$ cat src/rtl/rv32_pkg.sv
// Shared encodings for the multicycle RV32I controller: FSM states, opcodes,
// ALUOp / ALUControl codes and datapath mux select encodings.
package rv32_pkg;

  typedef enum logic [3:0] {
    S_FETCH    = 4'd0,
    S_DECODE   = 4'd1,
    S_MEMADR   = 4'd2,
    S_MEMREAD  = 4'd3,
    S_MEMWB    = 4'd4,
    S_MEMWRITE = 4'd5,
    S_EXECUTER = 4'd6,
    S_EXECUTEI = 4'd7,
    S_ALUWB    = 4'd8,
    S_JAL      = 4'd9,
    S_BEQ      = 4'd10
  } state_t;

  localparam logic [6:0] OP_LOAD  = 7'b0000011;
  localparam logic [6:0] OP_STORE = 7'b0100011;
  localparam logic [6:0] OP_R     = 7'b0110011;
  localparam logic [6:0] OP_I     = 7'b0010011;
  localparam logic [6:0] OP_JAL   = 7'b1101111;
  localparam logic [6:0] OP_BEQ   = 7'b1100011;

  typedef enum logic [1:0] {
    ALUOP_ADD   = 2'b00,
    ALUOP_SUB   = 2'b01,
    ALUOP_FUNCT = 2'b10
  } aluop_t;

  localparam logic [2:0] ALUC_ADD = 3'b000;
  localparam logic [2:0] ALUC_SUB = 3'b001;
  localparam logic [2:0] ALUC_AND = 3'b010;
  localparam logic [2:0] ALUC_OR  = 3'b011;
  localparam logic [2:0] ALUC_SLT = 3'b101;

  localparam logic [1:0] RES_ALUOUT = 2'b00;
  localparam logic [1:0] RES_DATA   = 2'b01;
  localparam logic [1:0] RES_ALURES = 2'b10;

  localparam logic [1:0] SRCA_PC    = 2'b00;
  localparam logic [1:0] SRCA_OLDPC = 2'b01;
  localparam logic [1:0] SRCA_RD1   = 2'b10;

  localparam logic [1:0] SRCB_RD2   = 2'b00;
  localparam logic [1:0] SRCB_IMM   = 2'b01;
  localparam logic [1:0] SRCB_FOUR  = 2'b10;

  localparam logic [1:0] IMM_I = 2'b00;
  localparam logic [1:0] IMM_S = 2'b01;
  localparam logic [1:0] IMM_B = 2'b10;
  localparam logic [1:0] IMM_J = 2'b11;

  function automatic logic [1:0] imm_src_of(input logic [6:0] op);
    case (op)
      OP_STORE: imm_src_of = IMM_S;
      OP_BEQ:   imm_src_of = IMM_B;
      OP_JAL:   imm_src_of = IMM_J;
      default:  imm_src_of = IMM_I;
    endcase
  endfunction

endpackage

$ cat src/rtl/multicycle_controller_if.sv
// Controller <-> datapath bundle. Optional mem_ready exists only when
// MC_MEM_READY_EN is defined.
interface multicycle_controller_if #(parameter int ALU_CTRL_W = 3) ();
  logic [6:0]            opcode;
  logic [2:0]            funct3;
  logic                  funct7_5;
  logic                  Zero;
  logic                  PCWrite;
  logic                  AdrSrc;
  logic                  MemWrite;
  logic                  IRWrite;
  logic [1:0]            ResultSrc;
  logic [1:0]            ALUSrcA;
  logic [1:0]            ALUSrcB;
  logic [1:0]            ImmSrc;
  logic [ALU_CTRL_W-1:0] ALUControl;
  logic                  RegWrite;
  logic                  IllegalInstr;
`ifdef MC_MEM_READY_EN
  // Memory handshake: the controller holds an access state with its outputs
  // stable; the access completes in the cycle where mem_ready is sampled 1.
  logic                  mem_ready;

  modport master (
    input  opcode, funct3, funct7_5, Zero, mem_ready,
    output PCWrite, AdrSrc, MemWrite, IRWrite, ResultSrc, ALUSrcA, ALUSrcB,
           ImmSrc, ALUControl, RegWrite, IllegalInstr
  );
  modport slave (
    output opcode, funct3, funct7_5, Zero, mem_ready,
    input  PCWrite, AdrSrc, MemWrite, IRWrite, ResultSrc, ALUSrcA, ALUSrcB,
           ImmSrc, ALUControl, RegWrite, IllegalInstr
  );
`else
  modport master (
    input  opcode, funct3, funct7_5, Zero,
    output PCWrite, AdrSrc, MemWrite, IRWrite, ResultSrc, ALUSrcA, ALUSrcB,
           ImmSrc, ALUControl, RegWrite, IllegalInstr
  );
  modport slave (
    output opcode, funct3, funct7_5, Zero,
    input  PCWrite, AdrSrc, MemWrite, IRWrite, ResultSrc, ALUSrcA, ALUSrcB,
           ImmSrc, ALUControl, RegWrite, IllegalInstr
  );
`endif
endinterface

$ cat src/rtl/mc_alu_decoder.sv
// Combinational ALUOp/funct -> ALUControl decode.
module mc_alu_decoder
  import rv32_pkg::*;
#(
  parameter int ALU_CTRL_W = 3
) (
  input  aluop_t                alu_op,
  input  logic [2:0]            funct3,
  input  logic                  op5,
  input  logic                  funct7_5,
  output logic [ALU_CTRL_W-1:0] alu_control
);

  always_comb begin
    alu_control = ALU_CTRL_W'(ALUC_ADD);
    case (alu_op)
      ALUOP_ADD: alu_control = ALU_CTRL_W'(ALUC_ADD);
      ALUOP_SUB: alu_control = ALU_CTRL_W'(ALUC_SUB);
      ALUOP_FUNCT: begin
        case (funct3)
          // I-type immediates may carry bit 30 set, so sub needs op5 too
          3'b000:  alu_control = (op5 & funct7_5) ? ALU_CTRL_W'(ALUC_SUB)
                                                  : ALU_CTRL_W'(ALUC_ADD);
          3'b010:  alu_control = ALU_CTRL_W'(ALUC_SLT);
          3'b110:  alu_control = ALU_CTRL_W'(ALUC_OR);
          3'b111:  alu_control = ALU_CTRL_W'(ALUC_AND);
          default: alu_control = ALU_CTRL_W'(ALUC_ADD);
        endcase
      end
      default: alu_control = ALU_CTRL_W'(ALUC_ADD);
    endcase
  end

endmodule

$ cat src/rtl/multicycle_controller.sv
// Multicycle RV32I sequencing FSM. Define MC_MEM_READY_EN to add memory
// wait states in FETCH/MEMREAD/MEMWRITE.
module multicycle_controller
  import rv32_pkg::*;
#(
  parameter int ALU_CTRL_W = 3
) (
  input  logic                    clk,
  input  logic                    reset,
  multicycle_controller_if.master bus,
  output state_t                  state_dbg
);

  state_t state, next_state;
  aluop_t alu_op;
  logic   mem_rdy;
  logic   pc_update, branch, ir_write, mem_write, reg_write, illegal;

`ifdef MC_MEM_READY_EN
  assign mem_rdy = bus.mem_ready;
`else
  assign mem_rdy = 1'b1;
`endif

  always_ff @(posedge clk) begin
    if (reset) state <= S_FETCH;
    else       state <= next_state;
  end

  always_comb begin
    next_state    = state;
    alu_op        = ALUOP_ADD;
    pc_update     = 1'b0;
    branch        = 1'b0;
    ir_write      = 1'b0;
    mem_write     = 1'b0;
    reg_write     = 1'b0;
    illegal       = 1'b0;
    bus.AdrSrc    = 1'b0;
    bus.ResultSrc = RES_ALUOUT;
    bus.ALUSrcA   = SRCA_PC;
    bus.ALUSrcB   = SRCB_RD2;
    case (state)
      S_FETCH: begin
        ir_write      = mem_rdy;
        pc_update     = mem_rdy;
        bus.ALUSrcA   = SRCA_PC;
        bus.ALUSrcB   = SRCB_FOUR;
        bus.ResultSrc = RES_ALURES;
        next_state    = mem_rdy ? S_DECODE : S_FETCH;
      end
      S_DECODE: begin
        // Precompute the branch target into ALUOut while decoding
        bus.ALUSrcA = SRCA_OLDPC;
        bus.ALUSrcB = SRCB_IMM;
        case (bus.opcode)
          OP_LOAD, OP_STORE: next_state = S_MEMADR;
          OP_R:              next_state = S_EXECUTER;
          OP_I:              next_state = S_EXECUTEI;
          OP_JAL:            next_state = S_JAL;
          OP_BEQ:            next_state = S_BEQ;
          default: begin
            illegal    = 1'b1;
            next_state = S_FETCH;
          end
        endcase
      end
      S_MEMADR: begin
        bus.ALUSrcA = SRCA_RD1;
        bus.ALUSrcB = SRCB_IMM;
        next_state  = bus.opcode[5] ? S_MEMWRITE : S_MEMREAD;
      end
      S_MEMREAD: begin
        bus.AdrSrc    = 1'b1;
        bus.ResultSrc = RES_ALUOUT;
        next_state    = mem_rdy ? S_MEMWB : S_MEMREAD;
      end
      S_MEMWB: begin
        bus.ResultSrc = RES_DATA;
        reg_write     = 1'b1;
        next_state    = S_FETCH;
      end
      S_MEMWRITE: begin
        bus.AdrSrc    = 1'b1;
        bus.ResultSrc = RES_ALUOUT;
        mem_write     = 1'b1;
        next_state    = mem_rdy ? S_FETCH : S_MEMWRITE;
      end
      S_EXECUTER: begin
        bus.ALUSrcA = SRCA_RD1;
        bus.ALUSrcB = SRCB_RD2;
        alu_op      = ALUOP_FUNCT;
        next_state  = S_ALUWB;
      end
      S_EXECUTEI: begin
        bus.ALUSrcA = SRCA_RD1;
        bus.ALUSrcB = SRCB_IMM;
        alu_op      = ALUOP_FUNCT;
        next_state  = S_ALUWB;
      end
      S_ALUWB: begin
        bus.ResultSrc = RES_ALUOUT;
        reg_write     = 1'b1;
        next_state    = S_FETCH;
      end
      S_JAL: begin
        bus.ALUSrcA   = SRCA_OLDPC;
        bus.ALUSrcB   = SRCB_FOUR;
        bus.ResultSrc = RES_ALUOUT;
        pc_update     = 1'b1;
        next_state    = S_ALUWB;
      end
      S_BEQ: begin
        bus.ALUSrcA   = SRCA_RD1;
        bus.ALUSrcB   = SRCB_RD2;
        bus.ResultSrc = RES_ALUOUT;
        alu_op        = ALUOP_SUB;
        branch        = 1'b1;
        next_state    = S_FETCH;
      end
      default: next_state = S_FETCH;
    endcase
  end

  // Reset suppresses every architectural write regardless of state
  assign bus.PCWrite      = ~reset & (pc_update | (branch & bus.Zero));
  assign bus.IRWrite      = ~reset & ir_write;
  assign bus.MemWrite     = ~reset & mem_write;
  assign bus.RegWrite     = ~reset & reg_write;
  assign bus.IllegalInstr = ~reset & illegal;
  assign bus.ImmSrc       = imm_src_of(bus.opcode);
  assign state_dbg        = state;

  mc_alu_decoder #(.ALU_CTRL_W(ALU_CTRL_W)) u_alu_dec (
    .alu_op      (alu_op),
    .funct3      (bus.funct3),
    .op5         (bus.opcode[5]),
    .funct7_5    (bus.funct7_5),
    .alu_control (bus.ALUControl)
  );

endmodule

$ cat src/flat_wrapper.sv
// flat-port wrapper written by rule: the top's interface ports become plain ports
module multicycle_controller_flat import rv32_pkg::*;
#(
  parameter int ALU_CTRL_W = 3
)
  (clk, reset, state_dbg, bus_opcode, bus_funct3, bus_funct7_5, bus_Zero, bus_PCWrite, bus_AdrSrc, bus_MemWrite, bus_IRWrite, bus_ResultSrc, bus_ALUSrcA, bus_ALUSrcB, bus_ImmSrc, bus_ALUControl, bus_RegWrite, bus_IllegalInstr);
  multicycle_controller_if #(.ALU_CTRL_W(ALU_CTRL_W)) bus_i ();
  input  logic clk;
  input  logic reset;
  output state_t state_dbg;
  input wire logic [$bits(bus_i.opcode)-1:0] bus_opcode;
  input wire logic [$bits(bus_i.funct3)-1:0] bus_funct3;
  input wire logic [$bits(bus_i.funct7_5)-1:0] bus_funct7_5;
  input wire logic [$bits(bus_i.Zero)-1:0] bus_Zero;
  output wire logic [$bits(bus_i.PCWrite)-1:0] bus_PCWrite;
  output wire logic [$bits(bus_i.AdrSrc)-1:0] bus_AdrSrc;
  output wire logic [$bits(bus_i.MemWrite)-1:0] bus_MemWrite;
  output wire logic [$bits(bus_i.IRWrite)-1:0] bus_IRWrite;
  output wire logic [$bits(bus_i.ResultSrc)-1:0] bus_ResultSrc;
  output wire logic [$bits(bus_i.ALUSrcA)-1:0] bus_ALUSrcA;
  output wire logic [$bits(bus_i.ALUSrcB)-1:0] bus_ALUSrcB;
  output wire logic [$bits(bus_i.ImmSrc)-1:0] bus_ImmSrc;
  output wire logic [$bits(bus_i.ALUControl)-1:0] bus_ALUControl;
  output wire logic [$bits(bus_i.RegWrite)-1:0] bus_RegWrite;
  output wire logic [$bits(bus_i.IllegalInstr)-1:0] bus_IllegalInstr;
  assign bus_i.opcode = bus_opcode;
  assign bus_i.funct3 = bus_funct3;
  assign bus_i.funct7_5 = bus_funct7_5;
  assign bus_i.Zero = bus_Zero;
  assign bus_PCWrite = bus_i.PCWrite;
  assign bus_AdrSrc = bus_i.AdrSrc;
  assign bus_MemWrite = bus_i.MemWrite;
  assign bus_IRWrite = bus_i.IRWrite;
  assign bus_ResultSrc = bus_i.ResultSrc;
  assign bus_ALUSrcA = bus_i.ALUSrcA;
  assign bus_ALUSrcB = bus_i.ALUSrcB;
  assign bus_ImmSrc = bus_i.ImmSrc;
  assign bus_ALUControl = bus_i.ALUControl;
  assign bus_RegWrite = bus_i.RegWrite;
  assign bus_IllegalInstr = bus_i.IllegalInstr;
  multicycle_controller #(.ALU_CTRL_W(ALU_CTRL_W)) u_core (.clk(clk), .reset(reset), .bus(bus_i), .state_dbg(state_dbg));
endmodule
$ cat config.mk
export PLATFORM = sky130hd
export DESIGN_NAME = multicycle_controller_flat
export DESIGN_NICKNAME = d
export VERILOG_FILES = /design/src/rtl/rv32_pkg.sv /design/src/rtl/multicycle_controller_if.sv /design/src/rtl/mc_alu_decoder.sv /design/src/rtl/multicycle_controller.sv /design/src/flat_wrapper.sv
export SDC_FILE = /design/constraint.sdc
export NUM_CORES = 1
export LEC_CHECK = 0
export CORE_MARGIN = 4
export CORE_UTILIZATION = 36
export CTS_CLUSTER_SIZE = 8
export DETAILED_ROUTE_END_ITERATION = 10
export PLACE_DENSITY = 0.79
export SETUP_SLACK_MARGIN = 0.3
export SLEW_MARGIN = 20
export SYNTH_ARGS = -nofsm -noshare
export SYNTH_HDL_FRONTEND = slang
export SYNTH_SLANG_ARGS = --single-unit
$ cat constraint.sdc
create_clock -name clk -period 1.7 [get_ports clk]
set_input_delay 0.34 -clock clk [delete_from_list [all_inputs] [get_ports clk]]
set_output_delay 0.34 -clock clk [all_outputs]
set_load 0.01 [all_outputs]
==> results of run 1 <==
[metal layers]
layer / track usage / share of wire / up-vias / wire length [µm]
li1: - / - / 413 / -
met1: 0.284 / 0.36 / 473 / 1420
met2: 0.484 / 0.47 / 85 / 1830
met3: 0.0827 / 0.092 / 32 / 360
met4: 0.124 / 0.074 / 0 / 287
met5: 0 / 0 / - / 0
[cell usage in the layout (no fill, tap or decap), types with 2 or more instances in the layout]
master and instances:
buf_2 19, xnor2_2 4, dlygate4sd2_1 2, a21oi_2 4, dfxtp_4 2, nand2b_4 2, buf_4 28, and3_4 2
nor4_2 2, clkbuf_2 2, clkdlybuf4s50_1 5, buf_12 2, inv_1 2, nand4_1 3, nand4b_1 2, or3_4 2
buf_6 14, nand2_1 5, dfxtp_2 2, clkbuf_4 3, ha_4 2, nor2_1 3, nor4_4 2, inv_2 3
a21oi_1 4, nor3_4 3, buf_8 2
[worst reg2reg max path, cell delays in order, from the launching register on]
cell and delay (ns):
dfxtp_4 0.35, buf_4 0.14, buf_12 0.14, nor3b_4 0.24
buf_4 0.16, buf_6 0.09, buf_4 0.11, nand4_1 0.09
a21oi_1 0.17
[per-stage QoR]
step / area [µm²] / hold WS, ns
6_report: 1410 / 0.500
5_1_grt: 1410 / 0.510
4_1_cts: 1300 / 0.492
3_5_place_dp: 1100 / 0.563
3_3_place_gp: 1100 / 0.546
2_1_floorplan: 603 / 0.399
[synthesized netlist by cell type]
cell type  n
nand4_1    3
buf_2      1
a21oi_1    7
or3_1      1
nor3b_1    1
buf_6      2
and3b_1    1
nor4_4     1
dfxtp_1    4
nor2b_1    2
nand2b_1   3
xnor2_1    4
nand4b_1   2
nor2_1     4
ha_1       2
nand4bb_1  1
buf_4      1
nor3b_4    1
o31ai_1    1
o21ai_0    2
nor3_2     1
nor3_1     2
and4bb_2   2
or3_4      1
inv_1      5
nand3b_1   1
nor4_1     3
nand2_1    5
and3_1     2
xor2_1     1
a211o_1    1
a31oi_2    1
and4b_1    1
a21oi_2    1
[path summary, 6_finish.rpt]
| check | slack [ns] | endpoint |
|---|---|---|
| worst max-delay path | -0.31 | bus_ALUControl[0] |
| worst min-delay path | 0.50 | u_core.state_dbg[2] |
| worst max register to register | 0.13 | u_core.state_dbg[3] |
| worst min register to register | 0.68 | u_core.state_dbg[2] |
[cell families (layout without fill, tap and decap cells)]
group           count (synthesis)  after routing
compound gates                 13             13
xor+xnor                        5              5
fa+ha+maj                       2              2
buf+inv                         9             84
flops                           4              4
simple gates                   38             38
[where the power goes]
part	switching [mW]	internal [mW]	leakage, nW
clock	0.0607	0.0894	0.0150
sequential	0.00209	0.0938	0.0349
combinational	0.112	0.135	0.563
[timing repair]
| action | in CTS | in global routing |
|---|---|---|
| setup endpoints to repair | 22 | 21 |
| cloned | 1 | 0 |
| pin swaps | 15 | 12 |
| resized for setup | 141 | 24 |
| buffers inserted | 11 | 6 |
[area by class of cell]
type | count | area [µm²] | share of cell area
flip-flops and latches | 4 | 90.1 | 0.0638
multi-input cells | 58 | 618 | 0.438
repair buffers | 75 | 638 | 0.452
inverters | 5 | 18.8 | 0.0133
well taps | 16 | 20.0 | 0.0142
clock buffers | 4 | 26.3 | 0.0186
==> reports/qor.txt, run 1 <==
Outcome - finished, violations left
Violated checks - negative setup slack
Clk_skew - 0.0208 ns
Netlist Area Pre-Place - 566 µm²
Setup TNS - -1.65 ns
Core area - 1490 µm²
Clock latency on the worst-skew pair - 0.26 ns
Post-Synth Simple-Gate Area - 0.496
Syn Area/Cell - 7.97 µm²
Period Utilization, post-route - 1.18
Peak VDD IR - 0.440 mV
Stages on the worst setup path - 7
Largest family of logic cells by synthesized area - simple AND/OR/NAND/NOR gates
Reg2Reg Depth - 8
Port Buffers - 34
Crit path launch - u_core.state_dbg[2]
FF-to-FF Start - u_core.state_dbg[2]
Post-CTS Hold Buffers - 0
Synth Area in Compound Gates - 0.146
All-Layer GR Usage - 0.269
Post-synthesis adder-cell area fraction - 0.0442
Post-DP HPWL - 1490 µm
RSZ-0062 raised after global routing - yes
Syn_nets - 87
DR vias - 1003
Final setup violation count - 11
Buf/Inv on CP - 2
Grt ovf - 0
Clock sinks - 4
Global-route wire length before repair - 4140 µm
F_max - 0.499 GHz
Final Util - 0.948
Top cells by area, synth - dfxtp_1 14%, a21oi_1 6.2%, xnor2_1 6.2%, and4bb_2 4.4%, ha_1 4.4%
Hold crit path type - in2reg
Die Ht - 47.6 µm
Number of DRC markers in iteration 0 - 43
Largest net degree at the start of global routing - 16
Antenna violations before repair - 0
CTS tree - built
CP endpoint kind - primary output
CP delay by family, top - simple AND/OR/NAND/NOR gates
Synth area leader - dfxtp_1
Share of the synthesized area in the top cell type - 0.142
CP Max Fanout - 4
Final hold vios - 0
Largest stage delay on the critical path - 0.36 ns
Minimum clock period - 2.01 ns
Fill cells - 39
CP startpoint kind - flip-flop
Final WS setup - -0.306 ns
Critical path's slowest cell - and4bb_4
Max-slew violations - 0
Row count - 14
CTS Buf Count - 3
Pwr Density - 350 nW/µm²
Yosys reg bits - 4
Initial Utilization - 0.380
Sequential share of the synthesized area - 0.142
Final Non-Filler Cells - 162
DR WL/cell - 24.0 µm
Min-Delay Startpoint - bus_opcode[4]
Vias in the first global route - 875
H-tree depth - 1
Crit Path Class - reg2out
Hold depth - 4
CTS clk-pin slew, worst paths - 0.06 ns
Ant diodes - 0
Clk buf depth - 2
Setup WS pre-CTS - -0.682 ns
Die width - 47.6 µm
ANT nets after route - 0
Cell variety after synth - 34
Mux share of post-synthesis cell area - 0
Post-Route WL - 3900 µm
Post-Synth XOR/XNOR Area - 0.0774
Critical path, cell by cell - and4bb_4, inv_2, ha_4, nor2b_2, o21ai_2, a21oi_2, buf_2
Area grow syn2layout - 150%
Tot Pwr - 494 µW
DRC Markers - 0
Max FFs per register - 4
Layout cell share with drive strength beyond 1 - 0.753
Data required time of the critical path - 1.36 ns
Relative slew slack - 0.839
Vias per cell - 6.19
MaxCap Viol Count - 0
Mapped Cells - 71
Total number of yosys warnings - 0
Crit path DAT - 1.67 ns
Die area - 2270 µm²
Pleak - 0.613 nW
I/O pin total - 35
Nets - 163
CTS Root Cell - clkbuf_4
Pre-Repair DR Iteration Count - 4
Placed Cells - 140
GPL Wtd Cong - 0.721
Worst-margin pin slew - 0.239 ns
(Power assumes the default switching activity.)
==> run 2: changes to the inputs <==
Settings changed: SLEW_MARGIN 20 to default.
==> results of run 2 <==
No change in the layout: final DEF, timing and power equal those of run 1.
==> run 3: changes to the inputs <==
Clock period 1.7 ns to 2 ns, I/O delays scaled along.
==> run 3 against run 2 <==
Net effect:
- cell area fell by 10%
- sequential cell count unchanged
- the flow now finishes without violations
- combinational power shrank 31%
- count of clock-buffer cells in the layout decreased by 1
- hold slack improved by 0.074 ns
- sequential share of layout area is 0.32 points higher
- via count down 14%
- non-clock buffer count unchanged
- clock skew is 0.020 ns lower
- setup slack better by 0.35 ns
- critical path type unchanged
- highest routed layer unchanged
==> reports/qor.txt, run 3 (synthesized netlist as in run 1, its figures left out) <==
Largest stage delay on the critical path - 0.34 ns (was 0.36 ns)
CTS tree - built (unchanged)
ANT nets after route - 0 (unchanged)
Peak VDD IR - 0.171 mV (was 0.440 mV)
Clk_skew - 0.00116 ns (was 0.0208 ns)
Largest net degree at the start of global routing - 10 (was 16)
Placed Cells - 140 (unchanged)
Die area - 2270 µm² (unchanged)
Final setup violation count - 0 (was 11)
Sw Share - 0.307 (was 0.355)
CP Max Fanout - 4 (unchanged)
Port Buffers - 34 (unchanged)
Max-slew violations - 0 (unchanged)
Buf/Inv on CP - 1 (was 2)
Worst-margin pin slew - 0.226 ns (was 0.239 ns)
I/O pin total - 35 (unchanged)
GPL Wtd Cong - 0.787 (was 0.721)
Setup WS pre-CTS - -0.450 ns (was -0.682 ns)
Layout cell share with drive strength beyond 1 - 0.655 (was 0.753)
Int Power - 249 µW (was 318 µW)
Clock sinks - 4 (unchanged)
Clk buf depth - 2 (unchanged)
Clock power share - 0.288 (was 0.304)
CTS Buf Count - 3 (unchanged)
Part of the power in registers - 0.233 (was 0.194)
Nets - 163 (unchanged)
DRC Markers - 0 (unchanged)
Most common cell after layout, fill and taps aside - buf_4 (unchanged)
Combinational share of power - 0.479 (was 0.502)
Critical path's slowest cell - dfxtp_2 (was and4bb_4)
Vias per cell - 5.39 (was 6.19)
CP endpoint - bus_ALUControl[2] (was bus_ALUControl[0])
Minimum clock period - 1.96 ns
Critical path, cell by cell - and4bb_2, ha_1, nor4_4, buf_2 (was and4bb_4, inv_2, ha_4, nor2b_2, o21ai_2, a21oi_2, buf_2)
CP endpoint kind - primary output (unchanged)
H-tree depth - 1 (unchanged)
Final WS setup - 0.0441 ns (was -0.306 ns)
DR WL/cell - 16.7 µm (was 24.0 µm)
Final hold vios - 0 (unchanged)
CTS clk-pin slew, worst paths - 0.04 ns (was 0.06 ns)
Max FFs per register - 4 (unchanged)
Die Ht - 47.6 µm (unchanged)
Post-DP HPWL - 1630 µm (was 1490 µm)
FF-to-FF Start - u_core.state_dbg[2] (unchanged)
Pre-Repair DR Iteration Count - 4 (unchanged)
Outcome - complete, no violations (was finished, violations left)
Number of DRC markers in iteration 0 - 8 (was 43)
Worst R2R Setup Slack - 0.67 ns (was 0.13 ns)
Most frequent cells in the layout - 32 x buf_4, 18 x buf_2, 10 x buf_6 (was 28 x buf_4, 19 x buf_2, 14 x buf_6)
Pleak - 0.615 nW (was 0.613 nW)
CP delay by family, top - simple AND/OR/NAND/NOR gates (unchanged)
Final Non-Filler Cells - 161 (was 162)
CP startpoint kind - flip-flop (unchanged)
All-Layer GR Usage - 0.227 (was 0.269)
Crit path launch - u_core.state_dbg[2] (unchanged)
CTS Root Cell - clkbuf_4 (unchanged)
Area grow syn2layout - 125% (was 150%)
Grt ovf - 0 (unchanged)
Net Sw Power - 111 µW (was 175 µW)
Final Util - 0.853 (was 0.948)
Initial Utilization - 0.380 (unchanged)
Data required time of the critical path - 1.60 ns (was 1.36 ns)
Reg2Reg Depth - 5 (was 8)
RSZ-0062 raised after global routing - yes (unchanged)
Clock latency on the worst-skew pair - 0.24 ns (was 0.26 ns)
Antenna violations before repair - 0 (unchanged)
Stages on the worst setup path - 4 (was 7)
Crit path DAT - 1.56 ns (was 1.67 ns)
Period Utilization, post-route - 0.978
DR vias - 867 (was 1003)
Row count - 14 (unchanged)
Vias in the first global route - 821 (was 875)
Crit Path Class - reg2out (unchanged)
Die width - 47.6 µm (unchanged)
Hold slack - 0.573 ns (was 0.500 ns)
MaxCap Viol Count - 0 (unchanged)
Global-route wire length before repair - 3590 µm (was 4140 µm)
Ant diodes - 0 (unchanged)
Worst r2r dst - u_core.state_dbg[0] (was u_core.state_dbg[3])
Relative slew slack - 0.848 (was 0.839)
Post-Route WL - 2680 µm (was 3900 µm)
F_max - 0.511 GHz
Core area - 1490 µm² (unchanged)
Pwr Density - 283 nW/µm² (was 350 nW/µm²)
Hold crit path type - in2reg (unchanged)
[run 3: changes by cell type in the layout (fill, tap and decap cells not counted), moves of 3 or more]
| cell | change |
|---|---|
| buf_4 | +4 |
| nor3_2 | +3 |
| nor3_4 | -3 |
| xnor2_1 | +3 |
| xnor2_2 | -3 |
| buf_6 | -4 |
[run 3: final cells by class]
class,instances,area [µm²]
timing repair buffer,75,584
multi-input combinational,58,539
fill,89,219
sequential,4,85.1
clock buffer,3,22.5
tap,16,20.0
inverter,5,18.8
[run 3: how the worst min path moves through the flow]
stage / slack, ns / to / start / cells after the start
6_report: 0.57 / u_core.state_dbg[2] / bus_opcode[4] / 4
5_1_grt: 0.61 / u_core.state_dbg[2] / bus_opcode[4] / 4
4_1_cts: 0.57 / u_core.state_dbg[2] / bus_opcode[4] / 4
3_5_place_dp: 0.68 / u_core.state_dbg[1] / u_core.state_dbg[1] / 3
3_3_place_gp: 0.67 / u_core.state_dbg[1] / u_core.state_dbg[1] / 3
2_1_floorplan: 0.46 / u_core.state_dbg[3] / reset / 1
[run 3: through the flow]
step	instance area [µm²]	setup TNS (ns)	power, mW
3_3_place_gp	1080	-2.13	0.227
4_1_cts	1160	0	0.341
5_1_grt	1270	-0.00887	0.373
3_5_place_dp	1080	-2.33	0.231
2_1_floorplan	588	0	0.135
6_report	1270	0	0.360
[run 3: worst reg2reg max path: stages, from the launching register on]
cell	delay (ns)
dfxtp_2	0.32
buf_4	0.13
buf_6	0.12
or3_4	0.40
buf_4	0.16
a31oi_2	0.13
[run 3: power groups by stage]
stage | registers (mW) | logic, mW | clock network, mW
after CTS | 0.0839 | 0.154 | 0.103
after detailed placement | 0.0847 | 0.146 | 0
after global placement | 0.0846 | 0.143 | 0
after floorplan | 0.0878 | 0.0471 | 0
after global routing | 0.0842 | 0.182 | 0.106
final | 0.0839 | 0.172 | 0.104
[run 3: timing repair]
action / 4_1_cts / 5_1_grt
resized for setup: 106 / 21
endpoints found under the setup margin: 18 / 16
pin swaps: 7 / 10
buffers inserted: 10 / 8
hold buffers: 0 / 0
[run 3: metal layers]
metal / global-route usage / wire (µm)
met5: 0 / 0
met1: 0.239 / 1030
met2: 0.463 / 1450
met4: 0.0806 / 96
met3: 0.0113 / 106
